<file path="config.mk">
export PLATFORM = sky130hd
export DESIGN_NAME = serial_argmax_frame_flat
export DESIGN_NICKNAME = d
export VERILOG_FILES = /design/src/rtl/serial_argmax_frame_pkg.sv /design/src/rtl/serial_argmax_frame_if.sv /design/src/rtl/serial_argmax_frame_accum.sv /design/src/rtl/serial_argmax_frame.sv /design/src/flat_wrapper.sv
export SDC_FILE = /design/constraint.sdc
export NUM_CORES = 1
export LEC_CHECK = 0
export BUFFER_PORTS_ARGS = -buffer_cell sky130_fd_sc_hd__buf_4
export CAP_MARGIN = 10
export CELL_PAD_IN_SITES_DETAIL_PLACEMENT = 2
export CELL_PAD_IN_SITES_GLOBAL_PLACEMENT = 2
export CORE_MARGIN = 1
export CORE_UTILIZATION = 39
export DETAILED_ROUTE_END_ITERATION = 10
export GPL_ROUTABILITY_DRIVEN = 0
export PLACE_DENSITY = 0.82
export RECOVER_POWER = 50
export SKIP_LAST_GASP = 1
export SYNTH_ARGS = -nofsm -noshare
export SYNTH_HDL_FRONTEND = slang
export SYNTH_SLANG_ARGS = --single-unit
export TNS_END_PERCENT = 100
</file>
<file path="constraint.sdc">
create_clock -name clk -period 3.7 [get_ports clk]
set_clock_uncertainty 0.15 [all_clocks]
set_input_delay 0.74 -clock clk [delete_from_list [all_inputs] [get_ports clk]]
set_output_delay 0.74 -clock clk [all_outputs]
set_load 0.01 [all_outputs]
</file>
<file path="src/rtl/serial_argmax_frame_pkg.sv">
// Shared sample-range helpers for the framed argmax block.
// No logic here; constants only.
// Bounds are derived from the sample width at the point of use.
package serial_argmax_frame_pkg;

    // Most negative two's complement value for a given sample width
    function automatic int sample_min(input int width);
        return -(1 <<< (width - 1));
    endfunction

    // Most positive two's complement value for a given sample width
    function automatic int sample_max(input int width);
        return (1 <<< (width - 1)) - 1;
    endfunction

endpackage

</file>
<file path="src/rtl/serial_argmax_frame_if.sv">
// Sample stream in, per-frame result stream out, both valid/ready.
// Pure wiring, no latency.
// in_ready is driven by the block, out_ready by the consumer.
interface serial_argmax_frame_if #(
    parameter int WIDTH     = 4,
    parameter int IDX_WIDTH = 8
);
    logic                        in_valid;
    logic                        in_ready;
    logic signed [WIDTH-1:0]     in;
    logic                        in_last;
    logic                        out_valid;
    logic                        out_ready;
    logic signed [WIDTH-1:0]     max;
    logic        [IDX_WIDTH-1:0] max_idx;
    logic        [IDX_WIDTH-1:0] count;
    logic                        ovf;

    // Source/consumer side
    modport master (
        output in_valid, in, in_last, out_ready,
        input  in_ready, out_valid, max, max_idx, count, ovf
    );

    // Reduction block side
    modport slave (
        input  in_valid, in, in_last, out_ready,
        output in_ready, out_valid, max, max_idx, count, ovf
    );
endinterface

</file>
<file path="src/rtl/serial_argmax_frame_accum.sv">
// Argmax accumulator: running max, first index of max, saturating beat index.
// res_* is combinational and already includes the beat currently offered.
// No backpressure of its own; the caller asserts beat only on an accepted input.
module serial_argmax_frame_accum
    import serial_argmax_frame_pkg::*;
#(
    parameter int WIDTH     = 4,
    parameter int IDX_WIDTH = 8
) (
    input  logic                        clk,
    input  logic                        rst,
    input  logic                        beat,
    input  logic                        last,
    input  logic signed [WIDTH-1:0]     sample,
    output logic signed [WIDTH-1:0]     res_max,
    output logic        [IDX_WIDTH-1:0] res_idx,
    output logic        [IDX_WIDTH-1:0] res_count,
    output logic                        res_ovf
);
    localparam logic signed [WIDTH-1:0] SAMPLE_MIN = WIDTH'(sample_min(WIDTH));
    localparam logic [IDX_WIDTH-1:0]    IDX_ONES   = '1;

    logic                        first;    // next beat starts a new frame
    logic                        full;     // all-ones index already used in this frame
    logic                        ovf_acc;
    logic signed [WIDTH-1:0]     acc_max;
    logic        [IDX_WIDTH-1:0] acc_idx;
    logic        [IDX_WIDTH-1:0] nxt_idx;
    logic        [IDX_WIDTH-1:0] cur_idx;
    logic                        take;

    // Fold the offered beat into the running result; strict compare keeps earliest index
    always_comb begin
        cur_idx   = first ? '0 : nxt_idx;
        take      = first || (sample > acc_max);
        res_max   = take ? sample : acc_max;
        res_idx   = take ? cur_idx : acc_idx;
        res_count = cur_idx;
        res_ovf   = ovf_acc || (!first && full);
    end

    // Commit accepted beats; a last beat returns everything to the frame-start state
    always_ff @(posedge clk or negedge rst) begin
        if (!rst) begin
            first   <= 1'b1;
            full    <= 1'b0;
            ovf_acc <= 1'b0;
            acc_max <= SAMPLE_MIN;
            acc_idx <= '0;
            nxt_idx <= '0;
        end else if (beat) begin
            if (last) begin
                first   <= 1'b1;
                full    <= 1'b0;
                ovf_acc <= 1'b0;
                acc_max <= SAMPLE_MIN;
                acc_idx <= '0;
                nxt_idx <= '0;
            end else begin
                first   <= 1'b0;
                ovf_acc <= res_ovf;
                acc_max <= res_max;
                acc_idx <= res_idx;
                if (cur_idx == IDX_ONES) begin
                    full    <= 1'b1;
                    nxt_idx <= IDX_ONES;
                end else begin
                    nxt_idx <= cur_idx + IDX_WIDTH'(1);
                end
            end
        end
    end
endmodule

</file>
<file path="src/rtl/serial_argmax_frame.sv">
// Framed argmax: per frame emits max, first index of max, length-1 and overflow.
// Latency 1 cycle from accepted last beat to out_valid; 1-beat frames run at full rate.
// in_ready drops only while a result is pending and the consumer is not taking it.
module serial_argmax_frame
    import serial_argmax_frame_pkg::*;
#(
    parameter int WIDTH     = 4,
    parameter int IDX_WIDTH = 8
) (
    input logic                clk,
    input logic                rst,
    serial_argmax_frame_if.slave bus
);
    localparam logic signed [WIDTH-1:0] SAMPLE_MIN = WIDTH'(sample_min(WIDTH));

    typedef enum logic {ACCUM, HOLD} state_t;

    state_t                      state;
    logic                        out_valid_q;
    logic signed [WIDTH-1:0]     max_q;
    logic        [IDX_WIDTH-1:0] max_idx_q;
    logic        [IDX_WIDTH-1:0] count_q;
    logic                        ovf_q;

    logic                        in_ready;
    logic                        accept;
    logic signed [WIDTH-1:0]     res_max;
    logic        [IDX_WIDTH-1:0] res_idx;
    logic        [IDX_WIDTH-1:0] res_count;
    logic                        res_ovf;

    assign in_ready      = !out_valid_q || bus.out_ready;
    assign accept        = bus.in_valid && in_ready;

    assign bus.in_ready  = in_ready;
    assign bus.out_valid = out_valid_q;
    assign bus.max       = max_q;
    assign bus.max_idx   = max_idx_q;
    assign bus.count     = count_q;
    assign bus.ovf       = ovf_q;

    serial_argmax_frame_accum #(
        .WIDTH     (WIDTH),
        .IDX_WIDTH (IDX_WIDTH)
    ) u_accum (
        .clk       (clk),
        .rst       (rst),
        .beat      (accept),
        .last      (bus.in_last),
        .sample    (bus.in),
        .res_max   (res_max),
        .res_idx   (res_idx),
        .res_count (res_count),
        .res_ovf   (res_ovf)
    );

    // Result holding FSM: capture on last beat, hold until consumed, reload on consume+last
    always_ff @(posedge clk or negedge rst) begin
        if (!rst) begin
            state       <= ACCUM;
            out_valid_q <= 1'b0;
            max_q       <= SAMPLE_MIN;
            max_idx_q   <= '0;
            count_q     <= '0;
            ovf_q       <= 1'b0;
        end else begin
            case (state)
                ACCUM: begin
                    if (accept && bus.in_last) begin
                        state       <= HOLD;
                        out_valid_q <= 1'b1;
                        max_q       <= res_max;
                        max_idx_q   <= res_idx;
                        count_q     <= res_count;
                        ovf_q       <= res_ovf;
                    end
                end
                HOLD: begin
                    if (accept && bus.in_last) begin
                        // accept in HOLD implies the pending result is being consumed
                        max_q       <= res_max;
                        max_idx_q   <= res_idx;
                        count_q     <= res_count;
                        ovf_q       <= res_ovf;
                    end else if (bus.out_ready) begin
                        state       <= ACCUM;
                        out_valid_q <= 1'b0;
                    end
                end
            endcase
        end
    end
endmodule

</file>
<file path="src/flat_wrapper.sv">
// flat-port wrapper written by rule: the top's interface ports become plain ports
module serial_argmax_frame_flat import serial_argmax_frame_pkg::*;
#(
    parameter int WIDTH     = 4,
    parameter int IDX_WIDTH = 8
)
  (clk, rst, bus_in_valid, bus_in, bus_in_last, bus_out_ready, bus_in_ready, bus_out_valid, bus_max, bus_max_idx, bus_count, bus_ovf);
  serial_argmax_frame_if #(.WIDTH(WIDTH), .IDX_WIDTH(IDX_WIDTH)) bus_i ();
  input logic clk;
  input logic rst;
  input wire logic [$bits(bus_i.in_valid)-1:0] bus_in_valid;
  input wire logic [$bits(bus_i.in)-1:0] bus_in;
  input wire logic [$bits(bus_i.in_last)-1:0] bus_in_last;
  input wire logic [$bits(bus_i.out_ready)-1:0] bus_out_ready;
  output wire logic [$bits(bus_i.in_ready)-1:0] bus_in_ready;
  output wire logic [$bits(bus_i.out_valid)-1:0] bus_out_valid;
  output wire logic [$bits(bus_i.max)-1:0] bus_max;
  output wire logic [$bits(bus_i.max_idx)-1:0] bus_max_idx;
  output wire logic [$bits(bus_i.count)-1:0] bus_count;
  output wire logic [$bits(bus_i.ovf)-1:0] bus_ovf;
  assign bus_i.in_valid = bus_in_valid;
  assign bus_i.in = bus_in;
  assign bus_i.in_last = bus_in_last;
  assign bus_i.out_ready = bus_out_ready;
  assign bus_in_ready = bus_i.in_ready;
  assign bus_out_valid = bus_i.out_valid;
  assign bus_max = bus_i.max;
  assign bus_max_idx = bus_i.max_idx;
  assign bus_count = bus_i.count;
  assign bus_ovf = bus_i.ovf;
  serial_argmax_frame #(.WIDTH(WIDTH), .IDX_WIDTH(IDX_WIDTH)) u_core (.clk(clk), .rst(rst), .bus(bus_i));
endmodule
</file>
# ---- Word-level counts from Yosys, hierarchy flattened
# Index checks and enable logic that the tools add are counted.
dict set report word_totals {
  reg_bits 46
  in_bits 9
  output_inout_bits 23
  wordCells 53
}
dict set report classes {
  n_bitwise 1
  n_eq_ne 4
  magnitude_cmp 1
  mux 23
  n_addsub 1
  n_reduce_logical 11
}
# operator count
set ops {}
lappend ops {{two-way mux 8 bit} 7}
lappend ops {{two-way mux 4 bit} 3}
lappend ops {{two-way mux 1 bit} 11}
lappend ops {{adder 8 x 1 -> 8 bit (second input constant)} 1}
lappend ops {{equality test 8 bit (second input constant)} 1}
lappend ops {{> comparator 4 bit} 1}
lappend ops {{inequality test 2 bit (second input constant)} 2}
lappend ops {{one-hot mux 1 bit (2 select lines)} 2}
lappend ops {{logical AND 1 bit} 3}
lappend ops {{logical OR 1 bit} 3}
lappend ops {{AND reduction 3 bit} 1}
lappend ops {{logical NOT 1 bit} 2}
lappend ops {{inequality test 2 x 1 -> 1 bit (second input constant)} 1}
lappend ops {{AND reduction 2 bit} 1}
lappend ops {{nonzero test 2 bit} 1}
lappend ops {{NOT 1 bit} 1}

# ---- Depth between registers and ports, before layout
dict set report depth {
  depth_word 6
  ltp_mapped 9
  mapped_depth_nobuf 7
}

# ---- Hierarchy
# From an unflattened synthesis, not the netlist that was laid out.
dict set report hier_totals {
  cells_unflattened 214
  area_unflattened_um2 2348.5
}
# module seq_area_each_um2 area_each_um2 cells_each instances
set by_module_without_submodules {}
lappend by_module_without_submodules {serial_argmax_frame_accum 578.1 1455.1 159 1}
lappend by_module_without_submodules {serial_argmax_frame 576.8 893.4 55 1}

# ---- Worst setup path before layout
# No wires, ideal clock.
dict set report synth_timing {
  kind {input-to-reg}
  from {in bus_in[3]}
  to {reg u_core.u_accum.acc_idx[7]}
  arrival_time_ns 2.063
  setup_time_ns 0.121
  path_buffers 2
  t_required_ns 3.429
  cell_stages 8
  slack_ns 1.366
  path_cell_list {ha_1 > nand4_1 > o21ai_1 > a31oi_2 > buf_6 > o21ai_1 > buf_2 > a22o_1}
}
dict set report synth_between {
  elab_chain_cells 4
}
# element line_no
set synth_lines {}
lappend synth_lines {{start: declaration} flat_wrapper.sv:12} ;# input wire logic [$bits(bus_i.in)-1:0] bus_in;
lappend synth_lines {{> comparator 4 bit} serial_argmax_frame_accum.sv:35} ;# take = first || (sample > acc_max);
lappend synth_lines {{logical OR 1 bit} serial_argmax_frame_accum.sv:35}
lappend synth_lines {{two-way mux 8 bit} serial_argmax_frame_accum.sv:37} ;# res_idx = take ? cur_idx : acc_idx;
lappend synth_lines {{two-way mux 8 bit} serial_argmax_frame_accum.sv:52} ;# if (last) begin
lappend synth_lines {{end signal: assignment} serial_argmax_frame_accum.sv:63} ;# acc_idx <= res_idx;
lappend synth_lines {{end: declaration} serial_argmax_frame_accum.sv:27} ;# logic [IDX_WIDTH-1:0] acc_idx;
# Every way passes these cells.
# A chain may end at the register's enable or synchronous reset.

# ---- Worst setup path after layout
dict set report layout_timing {
  from {reg u_core.u_accum.acc_max[3]}
  to {reg u_core.u_accum.acc_idx[6]}
}
dict set report layout_between {
  elab_chain_cells 4
}
# element line_no
set layout_lines {}
lappend layout_lines {{start: declaration} serial_argmax_frame_accum.sv:26} ;# logic signed [WIDTH-1:0] acc_max;
lappend layout_lines {{start signal: assignment} serial_argmax_frame_accum.sv:62} ;# acc_max <= res_max;
lappend layout_lines {{> comparator 4 bit} serial_argmax_frame_accum.sv:35}
lappend layout_lines {{logical OR 1 bit} serial_argmax_frame_accum.sv:35}
lappend layout_lines {{two-way mux 8 bit} serial_argmax_frame_accum.sv:37}
lappend layout_lines {{two-way mux 8 bit} serial_argmax_frame_accum.sv:52}
# Every way passes these cells.

==> qor.csv <==
metric,value,unit
status,"finished, final reports clean",
finalMaxSlewViolations,0,
ys_ff_latch,46,
cts_buffers,5,
viasPerCell,5.51,
crit_family,compound AO/OA/AOI/OAI gates,
tightest_slew,0.891,ns
max_stage_delay,0.72,ns
slew_headroom,40.2,%
nNetsFinal,255,
grt_pass1_wl,9870,microns
hold_violations,0,
yosys_warnings,0,
yosys.area.top_type,dfrtp_1,
dominantRegCellSynth,dfrtp_1,
worstSkewPairLatency,0.31,ns
top_usage_layer,met2,
r2r-end,u_core.u_accum.acc_idx[6]$_DFFE_PN0P_,
die_w,77.2,microns
cts.repair.resized,0,
start_util,40.3,%
drv_cap,0,
synth.distinct_cells,43,
die_h,77.2,microns
crit_required,3.79,ns
antenna_found_initial,0,
drtPass1Iterations,4,
syn2layout_area_growth,15.3,%
powerDensity,521,nW/um^2
synthArstFlopShare,100,%
fin_cells,314,
ant_nets,0,
grt_max_degree,47,
gr-usage-met3,4.05,%
io_buffer_count,31,
syn-cell-area,2210,sq um
drt_wl_total,5930,microns
reg2reg_slack,1.19,ns
synthTopCellsByArea,"dfrtp_1 49%, mux2i_1 5.4%, nand2_1 5.3%, a22o_1 4.0%, dfstp_2 3.6%",
synth_nets,228,
placedCellCount,306,
power,0.00133,W
setup_viol,0,
first_iter_violations,85,
path_cells,inv_1 -> ha_1 -> nand4_1 -> o21ai_1 -> a31oi_2 -> o21ai_1 -> a22o_1,
crit_path_top_delay_cell,o21ai_1,
ys_seq_area_share,52.4,%
wl_per_cell,18.9,microns
yosys-top-cells-count,"43 x dfrtp_1, 31 x nand2_1, 13 x o21ai_0, 12 x mux2i_1, 11 x nor2_1",
dieArea,5960,sq um
rows,27,
antenna_cells,0,
synth.most_common_cell,dfrtp_1,
ir_worst_vdd,0.000261,V
hold_path.class,in -> async,
crit_top_cell,o21ai_1,
cts_max_level,2,
r2r-start,u_core.u_accum.acc_max[3]$_DFFE_PN1P_,
tritoncts,done,
cp_data_arrival_time,2.60,ns
cts_sinks,46,
tns,0,ns
rsz0062_at_grt,false,
path_buf_inv,1,
syn_area_per_cell,10.3,sq um
layout-drive-gt1-share,16.5,%
cp-end-kind,register,
syn_inst,214,
critPathKind,reg -> reg,
period_needed,2.51,ns
crit_path_max_fanout,11,
hpwl,3850,microns
io_pins,32,
cts_root_buf,clkbuf_8,
startpoint_type,register,
grt_pass1_vias,1943,
drc,0,
hold_buffers,0,
clk_pin_slew,0.09,ns
synth_edf_count,0,
worst-r2r-cell-count,7,
grt_util_all_layers,21.8,%
core_area,5470,sq um
min_period_over_period,67.7,%
overflow,0,
postCtsSetupRepairBufs,0,
met2_usage,38.0,%
vias,1731,
grtUsageMet1,25.8,%
max_freq,0.399,GHz
clockBufferDepth,2,
leakage,1.25,nW
yosys.area.top_type_share,48.8,%
## routing by layer
layer / wire length [microns] / vias to the layer above
met5: 0 / -
met4: 133 / 0
met2: 3100 / 35
met3: 168 / 9
li1: - / 811
met1: 2540 / 876
## how the worst max path moves through the flow
stage / start / slack (ns) / end / cells after the start
floorplan: bus_in[3] / 1.37 / u_core.u_accum.acc_idx[7]$_DFFE_PN0P_ / 8
global placement: bus_in[1] / 1.04 / u_core.u_accum.acc_idx[3]$_DFFE_PN0P_ / 7
finish: u_core.u_accum.acc_max[3]$_DFFE_PN1P_ / 1.19 / u_core.u_accum.acc_idx[6]$_DFFE_PN0P_ / 7
CTS: u_core.u_accum.acc_max[3]$_DFFE_PN1P_ / 1.15 / u_core.u_accum.acc_idx[6]$_DFFE_PN0P_ / 7
detailed placement: bus_in[1] / 0.94 / u_core.u_accum.acc_idx[4]$_DFFE_PN0P_ / 7
global route: u_core.u_accum.acc_max[3]$_DFFE_PN1P_ / 0.96 / u_core.u_accum.acc_idx[5]$_DFFE_PN0P_ / 7
## through the flow
stage / worst slack [ns] / area, sq um / hold WS, ns / util, %
floorplan: 1.37 / 2210 / 0.268 / -
global placement: 1.04 / 2470 / 0.286 / 45.2
detailed placement: 0.936 / 2470 / 0.292 / 45.2
CTS: 1.15 / 2580 / 0.304 / 47.2
global route: 0.965 / 2540 / 0.323 / 46.5
finish: 1.19 / 2540 / 0.284 / 46.5
## worst register-to-register path: stages (launching register included)
cell and delay, ns:
dfstp_2 0.54, inv_1 0.05, ha_1 0.35, nand4_1 0.12, o21ai_1 0.17, a31oi_2 0.07, o21ai_1 0.72, a22o_1 0.28
## logic make-up after synthesis
logic type / Yosys count / synth area share (%)
adder cells (fa/ha/maj): 5 / 2.84
AO/OA/AOI/OAI: 60 / 19.0
multiplexers: 12 / 5.45
flip-flops: 46 / 52.4
buffers and inverters: 19 / 3.97
AND/OR/NAND/NOR: 72 / 16.4
## sequential cells by signal (all words and copies together), names as in the netlist
signal / count
u_core.u_accum.full: 1
u_core.state: 1
u_core.bus.max: 4
u_core.u_accum.acc_max: 4
u_core.bus.count: 8
u_core.u_accum.first: 1
u_core.u_accum.ovf_acc: 1
u_core.u_accum.nxt_idx: 8
u_core.u_accum.acc_idx: 8
u_core.bus.ovf: 1
u_core.bus.max_idx: 8
u_core.bus.out_valid: 1
## power breakdown
part	total [W]	internal, W	leakage, nW	switching, W
logic	0.000333	0.000139	0.584	0.000193
registers	0.000613	0.000563	0.613	0.0000506
clock network	0.000379	0.000202	0.0514	0.000177
## layout make-up
type | instances | area (sq um)
clock buffers | 6 | 72.6
multi-input cells | 149 | 963
repair buffers | 32 | 199
inverters | 7 | 26.3
flip-flops and latches | 46 | 1150
fillers | 606 | 2930
well taps | 72 | 90.1
clock inverters | 2 | 37.5
## layout by cell type (no fill, tap or decap), types with 3 or more instances in the layout
cell	instances
o21ai_0	13
o21ai_1	3
o31ai_1	3
buf_4	21
nor2b_1	4
mux2i_1	12
a21oi_1	10
nor2_1	11
and3_1	6
inv_1	7
ha_1	5
a22o_1	10
dfstp_2	3
dfrtp_1	43
nand3_1	6
a21o_1	7
clkbuf_8	5
nand2_1	31
clkbuf_1	12
(Power assumes the default switching activity.)
